## config.mk

```make
export PLATFORM = sky130hd
export DESIGN_NAME = ultrasonic_echo_responder
export DESIGN_NICKNAME = d
export VERILOG_FILES = /design/src/rtl/ultrasonic_echo_responder.sv
export SDC_FILE = /design/constraint.sdc
export NUM_CORES = 1
export LEC_CHECK = 0
export ABC_CLOCK_PERIOD_IN_PS = 9800
export BUFFER_PORTS_ARGS = -buffer_cell sky130_fd_sc_hd__buf_4
export CORE_MARGIN = 8
export CORE_UTILIZATION = 40
export DETAILED_ROUTE_END_ITERATION = 6
export GPL_ROUTABILITY_DRIVEN = 0
export PLACE_DENSITY = 0.53
export RECOVER_POWER = 25
export REMOVE_ABC_BUFFERS = 1
export SLEW_MARGIN = 25
export SYNTH_ARGS = -nofsm -noshare
export SYNTH_HDL_FRONTEND = slang
export SYNTH_SLANG_ARGS = --single-unit
```

## constraint.sdc

```tcl
create_clock -name clk -period 9.8 [get_ports clk]
set_input_delay 0.49 -clock clk [delete_from_list [all_inputs] [get_ports clk]]
set_output_delay 0.49 -clock clk [all_outputs]
set_load 0.01 [all_outputs]
```

## src/rtl/ultrasonic_echo_responder.sv

```systemverilog
`default_nettype none
// ============================================================================
// Module   : ultrasonic_echo_responder
// Brief    : Far-end emulator of an ultrasonic ranging module: validates trig,
//            waits the burst time, then returns an echo sized by distance_cm.
// Revision : 1.0
// ============================================================================
module ultrasonic_echo_responder #(
    parameter int CYC_PER_US  = 100,
    parameter int TRIG_MIN_US = 10,
    parameter int BURST_US    = 200,
    parameter int US_PER_CM   = 58,
    parameter int MAX_CM      = 400,
    parameter int MIN_CM      = 2,
    parameter int TIMEOUT_US  = 38000,
    parameter int HOLDOFF_US  = 1000
) (
    input  logic       clk,
    input  logic       rst,
    input  logic       trig,
    input  logic [8:0] distance_cm,
    input  logic       target_valid,
    output logic       echo,
    output logic       busy,
    output logic       meas_done,
    output logic       trig_err
);

    localparam int c_TRIG_MIN_CYC = TRIG_MIN_US * CYC_PER_US;
    localparam int c_TCNT_W       = $clog2(c_TRIG_MIN_CYC + 1);
    localparam int c_PRE_W        = (CYC_PER_US > 1) ? $clog2(CYC_PER_US) : 1;

    localparam logic [c_TCNT_W-1:0] c_TRIG_MIN  = c_TCNT_W'(c_TRIG_MIN_CYC);
    localparam logic [c_TCNT_W-1:0] c_TCNT_ONE  = c_TCNT_W'(1);
    localparam logic [c_PRE_W-1:0]  c_PRE_LAST  = c_PRE_W'(CYC_PER_US - 1);
    localparam logic [c_PRE_W-1:0]  c_PRE_ONE   = c_PRE_W'(1);
    localparam logic [15:0]         c_BURST_LAST = 16'(BURST_US - 1);
    localparam logic [15:0]         c_HOLD_LAST  = 16'(HOLDOFF_US - 1);
    localparam logic [15:0]         c_TIMEOUT    = 16'(TIMEOUT_US);
    localparam logic [15:0]         c_MIN_W      = 16'(MIN_CM * US_PER_CM);
    localparam logic [15:0]         c_US_PER_CM  = 16'(US_PER_CM);
    localparam logic [8:0]          c_MAX_CM     = 9'(MAX_CM);
    localparam logic [8:0]          c_MIN_CM     = 9'(MIN_CM);

    localparam logic [2:0] c_ST_IDLE      = 3'd0;
    localparam logic [2:0] c_ST_TRIG_HIGH = 3'd1;
    localparam logic [2:0] c_ST_BURST     = 3'd2;
    localparam logic [2:0] c_ST_ECHO      = 3'd3;
    localparam logic [2:0] c_ST_HOLDOFF   = 3'd4;

    logic                r_trig_meta;
    logic                r_trig_s;
    logic                r_trig_d;
    logic [2:0]          r_state;
    logic [c_TCNT_W-1:0] r_tcnt;
    logic [c_PRE_W-1:0]  r_pre;
    logic [15:0]         r_us;
    logic [15:0]         r_w_us;
    logic                r_echo;
    logic                r_busy;
    logic                r_done;
    logic                r_err;

    logic                w_rise;
    logic                w_fall;
    logic                w_us_tick;
    logic [15:0]         w_w_us;
    logic [15:0]         w_echo_last;

    always_ff @(posedge clk) begin
        if (rst) begin
            r_trig_meta <= 1'b0;
            r_trig_s    <= 1'b0;
            r_trig_d    <= 1'b0;
        end else begin
            r_trig_meta <= trig;
            r_trig_s    <= r_trig_meta;
            r_trig_d    <= r_trig_s;
        end
    end

    assign w_rise      = r_trig_s & ~r_trig_d;
    assign w_fall      = ~r_trig_s & r_trig_d;
    assign w_us_tick   = (r_pre == c_PRE_LAST);
    assign w_echo_last = r_w_us - 16'd1;

    // Echo width in us: no-target timeout wins over the near-range clamp.
    always_comb begin
        w_w_us = {7'd0, distance_cm} * c_US_PER_CM;
        if (!target_valid || (distance_cm > c_MAX_CM)) begin
            w_w_us = c_TIMEOUT;
        end else if (distance_cm < c_MIN_CM) begin
            w_w_us = c_MIN_W;
        end
    end

    always_ff @(posedge clk) begin
        if (rst) begin
            r_state <= c_ST_IDLE;
            r_tcnt  <= '0;
            r_pre   <= '0;
            r_us    <= '0;
            r_w_us  <= '0;
            r_echo  <= 1'b0;
            r_busy  <= 1'b0;
            r_done  <= 1'b0;
            r_err   <= 1'b0;
        end else begin
            r_done <= 1'b0;
            r_err  <= 1'b0;
            if (w_us_tick) begin
                r_pre <= '0;
                r_us  <= r_us + 16'd1;
            end else begin
                r_pre <= r_pre + c_PRE_ONE;
            end

            // Every transition below also restarts the microsecond timebase.
            case (r_state)
                c_ST_IDLE: begin
                    if (w_rise) begin
                        r_state <= c_ST_TRIG_HIGH;
                        r_tcnt  <= c_TCNT_ONE;
                        r_pre   <= '0;
                        r_us    <= '0;
                    end
                end
                c_ST_TRIG_HIGH: begin
                    if (w_fall) begin
                        if (r_tcnt >= c_TRIG_MIN) begin
                            r_w_us  <= w_w_us;
                            r_busy  <= 1'b1;
                            r_state <= c_ST_BURST;
                        end else begin
                            r_err   <= 1'b1;
                            r_state <= c_ST_IDLE;
                        end
                        r_pre <= '0;
                        r_us  <= '0;
                    end else if (r_trig_s && (r_tcnt != c_TRIG_MIN)) begin
                        r_tcnt <= r_tcnt + c_TCNT_ONE;
                    end
                end
                c_ST_BURST: begin
                    if (w_us_tick && (r_us == c_BURST_LAST)) begin
                        r_echo  <= 1'b1;
                        r_state <= c_ST_ECHO;
                        r_pre   <= '0;
                        r_us    <= '0;
                    end
                end
                c_ST_ECHO: begin
                    if (w_us_tick && (r_us == w_echo_last)) begin
                        r_echo  <= 1'b0;
                        r_done  <= 1'b1;
                        r_state <= c_ST_HOLDOFF;
                        r_pre   <= '0;
                        r_us    <= '0;
                    end
                end
                c_ST_HOLDOFF: begin
                    if (w_us_tick && (r_us == c_HOLD_LAST)) begin
                        r_busy  <= 1'b0;
                        r_state <= c_ST_IDLE;
                        r_pre   <= '0;
                        r_us    <= '0;
                    end
                end
                default: begin
                    r_echo  <= 1'b0;
                    r_busy  <= 1'b0;
                    r_state <= c_ST_IDLE;
                end
            endcase
        end
    end

    assign echo      = r_echo;
    assign busy      = r_busy;
    assign meas_done = r_done;
    assign trig_err  = r_err;

endmodule
`default_nettype wire
```

## Word-level counts from Yosys, hierarchy flattened

Cells that the tools add are included.

- Bits of input ports: 13
- Logic and storage cells: 99
- Register bits: 59
- Output and inout port bits: 4

- Eq/ne operators: 17
- Magnitude comparators: 3
- $mul: 1
- Multiplexer cells: 36
- $add $sub $neg: 4
- Reduce and logical (&&, ||, !) cells: 17
- Bitwise logic cells: 9

Operator list:

| cell | number |
|---|---|
| $mux 16 | 7 |
| $pmux 16 s5 | 1 |
| $mux 7 | 6 |
| $pmux 7 s5 | 1 |
| $mux 10 | 3 |
| $pmux 10 s2 | 1 |
| $add 16x1->16 const B | 1 |
| $eq 16x10->1 const B | 1 |
| $eq 16x16->1 | 1 |
| $eq 16x8->1 const B | 1 |
| $ne 2x2->1 const B | 8 |
| $sub 16x1->16 const B | 1 |
| $mux 15 | 1 |
| $mux 3 | 5 |
| $pmux 3 s5 | 1 |
| $mul 9x5->14 const B | 1 |
| $add 10x1->10 const B | 1 |
| $ge 10x10->1 const B | 1 |
| $ne 10x10->1 const B | 1 |
| $gt 9x9->1 const B | 1 |
| $lt 9x2->1 const B | 1 |
| $reduce_or 3->1 | 3 |
| $reduce_and 4->1 | 2 |
| $add 7x1->7 const B | 1 |
| other kinds (17) | 36 |

## Longest topological paths before layout

Gate-level depths: netlist of the first run.

- Depth in word-level cells: 5
- Mapped depth: 14
- Mapped depth without buffers: 14

## Least setup slack after synthesis of the first run

OpenSTA, ideal clock, no wires.

- Path kind: input port to flip-flop
- From: input port distance_cm[3]
- To: register r_w_us[13]
- Setup slack: 6.261 ns
- Setup time: 0.117 ns
- Arrival: 3.422 ns
- Data required time: 9.683 ns
- Stages: 14
- Buffers on the path: 0
- Cells stage by stage: inv_1 > fa_1 > inv_1 > ha_1 > inv_1 > fa_1 > inv_1 > ha_1 > o21ai_0 > and2_1 > nor3_1 > a2111oi_0 > xnor2_1 > a22o_1

- Word-level cells in the longest chain between the ends: 3
- Elaborated cells between the ends (all ways): 6
- Those cells by class: 1 x mul; 2 x order compare; 2 x mux; 1 x reduce/logical

Ends and longest elaborated chain:

| item | RTL line | RTL |
|---|---|---|
| from (decl) | 21 | `input logic [8:0] distance_cm,` |
| $mul 9x5->14, or another cell as far along | 89 | `w_w_us = {7'd0, distance_cm} * c_US_PER_CM;` |
| $mux 15 / $logic_or 1x1->1 (equally long branches) | 92, 90 |  |
| $mux 16 * | 90 | `if (!target_valid \|\| (distance_cm > c_MAX_CM)) begin` |
| to (signal assigned) | 131 | `r_w_us <= w_w_us;` |
| to (decl) | 58 | `logic [15:0] r_w_us;` |

Mark *: on every way between the ends. The rest lies on a longest branch, timed or not.
A chain may end at the register's enable or synchronous reset.

## Worst setup path after layout of the first run

- From: register r_pre[0]
- To: register r_us[15]

- Word-level cells in the longest chain between the ends: 4
- Elaborated cells between the ends (all ways): 11
- Those cells by class: 1 x eq/ne; 7 x mux; 3 x reduce/logical

Ends and longest elaborated chain:

| item | RTL line | RTL |
|---|---|---|
| from (decl) | 56 | `logic [c_PRE_W-1:0] r_pre;` |
| from (signal assigned) | 115 | `r_pre <= r_pre + c_PRE_ONE;` |
| $eq 7x7->1 * | 84 | `assign w_us_tick = (r_pre == c_PRE_LAST);` |
| $mux 16, or another cell as far along | 111 | `if (w_us_tick) begin` |
| $mux 16 (on tied branches) | n/a |  |
| $pmux 16 s5 * | 119 | `case (r_state)` |
| to (signal assigned) | 113 | `r_us <= r_us + 16'd1;` |
| to (decl) | 57 | `logic [15:0] r_us;` |

Marked as above.

==> results.json, run 1 <==
{
  "die_w_um": 118,
  "fin_setup_tns_ns": 0,
  "ys_async_sr_fraction_pct": 0,
  "clock_path_buffers": 2,
  "layout_common_cells": "nor2_1, dfxtp_1, inv_1",
  "ant_nets": 0,
  "cp-start-kind": "flip-flop",
  "pin_count": 17,
  "outcome": "completed",
  "cts_root_buffer": "clkbuf_8",
  "hold_path_class": "input port to flip-flop",
  "grt_start_max_net_pins": 23,
  "synth_ff_type": "dfxtp_1",
  "nFillCells": 1040,
  "die_h_um": 118,
  "dp_cells": 626,
  "cts_hold_buf": 0,
  "clkTransAtPathRegs_ns": 0.07,
  "rows": 37,
  "antenna_found_initial": 0,
  "period_needed_ns": 4.00,
  "cellPowerDensity_mw_per_mm2": 136,
  "synth.area.mux_share_pct": 0.963,
  "path_cells": "ha_1 > nand4b_4 > nor3_1 > o2111ai_1 > or4b_1 > or4_4 > o31ai_4 > nor2_1",
  "gr-total-overflow": 0,
  "syn2layout_area_growth_pct": 9.72,
  "hpwl_mm": 6.84,
  "drv_slew": 0,
  "peakVddDrop_mv": 0.0809,
  "cts.sinks": 58,
  "end_kind": "flip-flop",
  "start_util_pct": 40.7,
  "synthSimpleGateAreaFrac_pct": 23.5,
  "ff2ff_setup_slack_ns": 5.80,
  "cts_tree": "yes",
  "clock_latency_ns": 0.33,
  "total_power_uw": 619,
  "multi_input_area_sq_mm": 0.00277,
  "final_nets": 569,
  "cts_post_setup_buffers_inserted": 0,
  "vias_per_cell": 5.13,
  "cpPeakStageDelay_ns": 0.93,
  "post-route-util_pct": 44.6,
  "wl_per_cell_um": 13.5,
  "ys_seq_area_share_pct": 27.9,
  "cts_made_buffers": 9,
  "fin_crit_sh_pct": 40.8,
  "seq_area_sq_mm": 0.00116,
  "grt_pass1_vias": 3354,
  "grt_pass1_wl_mm": 15.4,
  "synth_top_family_by_area": "simple AND/OR/NAND/NOR gates",
  "synth_seq_cells": 58,
  "synth-xor-area-share_pct": 10.5,
  "max_slew_margin_pct": 17.8,
  "crit_type": "flip-flop to flip-flop",
  "worst_ep_arrival_time_ns": 4.19,
  "synth_compound_gate_area_share_pct": 13.0,
  "port_buffers": 16,
  "die_area_sq_mm": 0.0139,
  "ys_warn_count": 0,
  "syn_area_per_cell_sq_um": 8.59,
  "htreeDepth": 3,
  "worst_pin_slew_ns": 1.22,
  "drtIter0Drc": 207,
  "crit_fanout": 16,
  "drc": 0,
  "vias": 3292,
  "layout-drive-gt1-share_pct": 8.50,
  "drt-total-wl_mm": 8.64,
  "crit_required_ns": 9.99,
  "synth_cells": 484,
  "n_antenna_cell": 0,
  "ys_types": 56,
  "cts_resized": 0,
  "rsz0062_at_grt": "false",
  "fin_cells": 642,
  "synth_edf_count": 0,
  "synth_fa_ha_area_share_pct": 18.9,
  "p_leak_nw": 1.93,
  "cap_violations": 0,
  "setup-violations-final": 0,
  "slowest_stage": "nor3_1",
  "final_common_cell": "nor2_1",
  "dr.pass1.iters": 4,
  "finalHoldViolCount": 0,
  "grt_use_total_pct": 13.2,
  "finClkSkew_ns": 0.0108,
  "fmax_mhz": 250,
  "coreArea_sq_mm": 0.0102,
  "synth_area_sq_mm": 0.00416
}
-- cells in the mapped netlist (all sizes together), types with 2 or more instances --
master / number / area [sq um]
nor2: 69 / 284
dfxtp: 58 / 1160
inv: 44 / 165
ha: 42 / 526
nand2: 28 / 105
xnor2: 27 / 236
xor2: 23 / 201
a21oi: 18 / 90.1
nand4: 15 / 93.8
o21ai: 15 / 75.1
nor3: 14 / 97.6
fa: 13 / 260
nand3: 13 / 65.1
and3: 10 / 63.8
clkbuf: 8 / 31.3
a31oi: 7 / 43.8
a22oi: 6 / 45.0
a21o: 5 / 37.5
and2: 5 / 31.3
nor2b: 5 / 31.3
a211oi: 4 / 30.0
mux2i: 4 / 40.0
nor4: 4 / 25.0
or3: 4 / 25.0
a22o: 3 / 26.3
nand2b: 3 / 18.8
nor4b: 3 / 26.3
o31ai: 3 / 36.3
a2111oi: 2 / 17.5
and4: 2 / 17.5
buf: 2 / 22.5
nor3b: 2 / 15.0
o211a: 2 / 20.0
o21a: 2 / 15.0
o21bai: 2 / 15.0
o221a: 2 / 22.5
o221ai: 2 / 17.5
or4: 2 / 18.8
-- sequential cells by signal, indices dropped and copies added (netlist names) --
register / count
r_tcnt: 10
r_us: 16
meas_done: 1
trig_err: 1
r_trig_meta: 1
r_w_us: 15
r_trig_d: 1
r_state: 3
r_pre: 7
busy: 1
r_trig_s: 1
echo: 1
-- power breakdown --
part | leakage (nW) | total, mW | internal, mW | switching [mW]
clock | 0.101 | 0.223 | 0.131 | 0.0916
sequential | 0.468 | 0.240 | 0.238 | 0.00251
combinational | 1.36 | 0.156 | 0.0688 | 0.0868
total | 1.93 | 0.619 | 0.438 | 0.181
-- critical path, delay by kind of cell (launching register included) --
kind	cells	cell delay, ns
flops	1	0.35
simple gates	5	2.20
fa+ha+maj	1	0.26
compound gates	2	1.02
-- cells by family (layout without fill, tap and decap cells) --
logic type | count (synthesis) | count (layout)
xor gates and xnor gates | 50 | 50
DFF | 58 | 58
buffers and inverters | 54 | 76
muxes | 4 | 4
adders and majority gates | 55 | 55
AOI/OAI and AO/OA | 79 | 79
and+or+nand+nor | 184 | 184
-- through the flow --
stage / cell area (sq um) / setup WS, ns / hold slack [ns]
after global routing: 4560 / 5.44 / 0.380
after CTS: 4590 / 6.30 / 0.363
after floorplan: 4110 / 6.26 / 0.413
after detailed placement: 4400 / 5.95 / 0.428
after global placement: 4400 / 6.01 / 0.431
final: 4560 / 5.80 / 0.374
-- path summary, 6_finish.rpt --
check            from           to  cells after the start
max          r_pre[0]     r_us[15]                      8
max reg2reg  r_pre[0]     r_us[15]                      8
min              trig  r_trig_meta                      2
min reg2reg  r_pre[0]     r_pre[0]                      1
-- layout make-up --
| cell class | instances | area share, % |
|---|---|---|
| clock buffer | 14 | 3.56 |
| clock inverter | 2 | 0.768 |
| inverter | 44 | 3.62 |
| multi-input combinational | 372 | 60.7 |
| sequential | 58 | 25.4 |
| tap | 136 | 3.73 |
| timing repair buffer | 16 | 2.22 |
-- layer usage --
metal,vias to the layer above,wire [um],GRT usage [%]
li1,1719,-,-
met1,1531,4250,15.8
met2,35,4140,23.0
met3,7,166,2.45
met4,0,85,4.48
met5,-,0,0
(Power assumes the default switching activity.)
==> inputs of run 2 (changes only) <==
--- a/config.mk
+++ b/config.mk
@@ -5,13 +5,13 @@
 export SDC_FILE = /design/constraint.sdc
 export NUM_CORES = 1
 export LEC_CHECK = 0
-export ABC_CLOCK_PERIOD_IN_PS = 9800
+export ABC_CLOCK_PERIOD_IN_PS = 3440
 export BUFFER_PORTS_ARGS = -buffer_cell sky130_fd_sc_hd__buf_4
 export CORE_MARGIN = 8
 export CORE_UTILIZATION = 40
 export DETAILED_ROUTE_END_ITERATION = 6
 export GPL_ROUTABILITY_DRIVEN = 0
-export PLACE_DENSITY = 0.53
+export PLACE_DENSITY = 0.55
 export RECOVER_POWER = 25
 export REMOVE_ABC_BUFFERS = 1
 export SLEW_MARGIN = 25
==> constraint.sdc (replaced) <==
create_clock -name clk -period 3.44 [get_ports clk]
set_input_delay 0.172 -clock clk [delete_from_list [all_inputs] [get_ports clk]]
set_output_delay 0.172 -clock clk [all_outputs]
set_load 0.01 [all_outputs]
==> run 2 against run 1 <==
Utilization grew 0.57 points; power increased to 2.8 times the previous value; cell count grew 1.4%; critical path depth is 5 higher; cell area grew 1.3%; global-route usage down 0.11 points; clock-buffer cell count shrank 2; worst setup slack worse by 5.4 ns; combinational power grew to 3.0 times the previous value; die area is the same; register-to-register slack worse by 5.4 ns; wire length shrank 0.46%; critical path type is now input port to flip-flop; largest cell class unchanged.
==> results.json, run 2 (synthesis gave the netlist of run 1 again) <==
{
  "total_power_mw": 1.75,
  "fmax_mhz": 325,
  "use_met1_pct": 16.3,
  "finalHoldViolCount": 0,
  "drtIter0Drc": 150,
  "grt_use_total_pct": 13.0,
  "whs_path_depth": 2,
  "hpwl_mm": 6.86,
  "worst_pin_slew_ns": 1.00,
  "vias": 3322,
  "path_buf_inv": 3,
  "crit_type": "input port to flip-flop",
  "grt_pass1_wl_mm": 15.3,
  "cts_tree": "yes",
  "largest_reg_flops": 16,
  "post-route-util_pct": 45.2,
  "cellPowerDensity_mw_per_mm2": 379,
  "fin_crit_sh_pct": 89.4,
  "cts_post_setup_buffers_inserted": 0,
  "swShare_pct": 28.9,
  "crit_fanout": 4,
  "drt-total-wl_mm": 8.60,
  "die_h_um": 118,
  "largestRegisters": "r_us (16), r_w_us (15), r_tcnt (10)",
  "antenna_found_initial": 0,
  "end_kind": "flip-flop",
  "cts.sinks": 58,
  "top_usage_layer": "met2",
  "power_frac_comb_pct": 26.8,
  "ant_nets": 0,
  "outcome": "completed",
  "die_area_sq_mm": 0.0139,
  "crit_required_ns": 3.66,
  "r2r_cells": 10,
  "worst_hold_slack_ns": 0.0673,
  "pin_count": 17,
  "slowest_stage": "fa_1",
  "path_cells": "buf_4 > inv_1 > fa_1 > inv_1 > ha_1 > fa_1 > ha_1 > a21oi_1 > o211a_1 > nor3_1 > a2111oi_0 > xnor2_1 > a22o_1",
  "syn2layout_area_growth_pct": 11.1,
  "clock_latency_ns": 0.33,
  "power_switching_uw": 506,
  "layout-drive-gt1-share_pct": 10.1,
  "fin_ws_ns": 0.363,
  "multi_input_area_sq_mm": 0.00277,
  "p_clk_share_pct": 34.1,
  "cts_resized": 0,
  "use_met3_pct": 2.97,
  "vias_per_cell": 5.10,
  "start_util_pct": 40.7,
  "cpPeakStageDelay_ns": 0.51,
  "final_cell_area_sq_mm": 0.00462,
  "rsz0062_at_grt": "false",
  "seq_area_sq_mm": 0.00116,
  "gr-total-overflow": 0,
  "rows": 37,
  "dp_cells": 636,
  "fin_setup_tns_ns": 0,
  "clkTransAtPathRegs_ns": 0.06,
  "worst_ep_arrival_time_ns": 3.29,
  "p_leak_nw": 1.97,
  "layout_common_cells": "nor2_1, dfxtp_1, inv_1",
  "max_slew_margin_pct": 33.3,
  "cp-start-kind": "input port",
  "postPlaceCellArea_sq_mm": 0.00447,
  "final_common_cell": "nor2_1",
  "post-place-ws_ns": -0.0102,
  "top_register": "r_us",
  "drv_slew": 0,
  "setup-violations-final": 0,
  "fin_cells": 651,
  "period_needed_ns": 3.08,
  "seqPwrFrac_pct": 39.1,
  "grt_pass1_vias": 3252,
  "htreeDepth": 3,
  "coreArea_sq_mm": 0.0102,
  "cap_violations": 0,
  "n_antenna_cell": 0,
  "grt_start_max_net_pins": 23,
  "cts_made_buffers": 9,
  "hold_path_class": "input port to flip-flop",
  "final_nets": 579,
  "finClkSkew_ns": 0.0115,
  "drc": 0,
  "critPathTopFamily": "adder cells",
  "internal_power_mw": 1.25,
  "nFillCells": 1017,
  "grtUsageMet2_pct": 22.1,
  "die_w_um": 118,
  "dr.pass1.iters": 4,
  "clock_path_buffers": 2,
  "wl_per_cell_um": 13.2,
  "cts_root_buffer": "clkbuf_8",
  "port_buffers": 16,
  "cp.depth": 13,
  "peakVddDrop_mv": 0.195,
  "cts_hold_buf": 0
}
-- run 2: cell count changes in the layout (fill, tap and decap cells not counted), sizes merged --
| cell | change |
|---|---|
| clkbuf | -1 |
| clkinv | +1 |
| buf | +9 |
-- run 2: power groups by stage --
stage / clock [mW] / combinational (mW) / sequential [mW]
after CTS: 0.617 / 0.479 / 0.685
after floorplan: 0 / 0.343 / 0.698
after detailed placement: 0 / 0.473 / 0.700
after global placement: 0 / 0.471 / 0.700
after global routing: 0.648 / 0.547 / 0.686
final: 0.598 / 0.470 / 0.685
-- run 2: path summary, 6_finish.rpt --
path / start / end / slack [ns]
min: trig / r_trig_meta / 0.07
min reg2reg: r_pre[0] / r_pre[0] / 0.44
max reg2reg: r_w_us[1] / r_us[0] / 0.38
max: distance_cm[2] / r_w_us[13] / 0.36
-- run 2: area by class of cell --
type                    count  share of cell area [%]
multi-input cells         372                    59.9
flip-flops and latches     58                    25.1
repair buffers             26                    3.74
well taps                 136                    3.68
inverters                  44                    3.57
clock buffers              12                    3.14
clock inverters             3                   0.866
-- run 2: worst register-to-register path: cells and delay by family (launching register included) --
| family | cells | cell delay [ns] |
|---|---|---|
| compound gates | 3 | 0.57 |
| xor+xnor | 1 | 0.17 |
| fa+ha+maj | 1 | 0.26 |
| buf+inv | 2 | 0.35 |
| flops | 1 | 0.46 |
| simple gates | 3 | 1.13 |
-- run 2: per-layer routing --
layer | part of all wire, % | routed length, um
met1 | 49 | 4240
met2 | 48 | 4100
met3 | 2.0 | 169
met4 | 1.1 | 98
met5 | 0 | 0
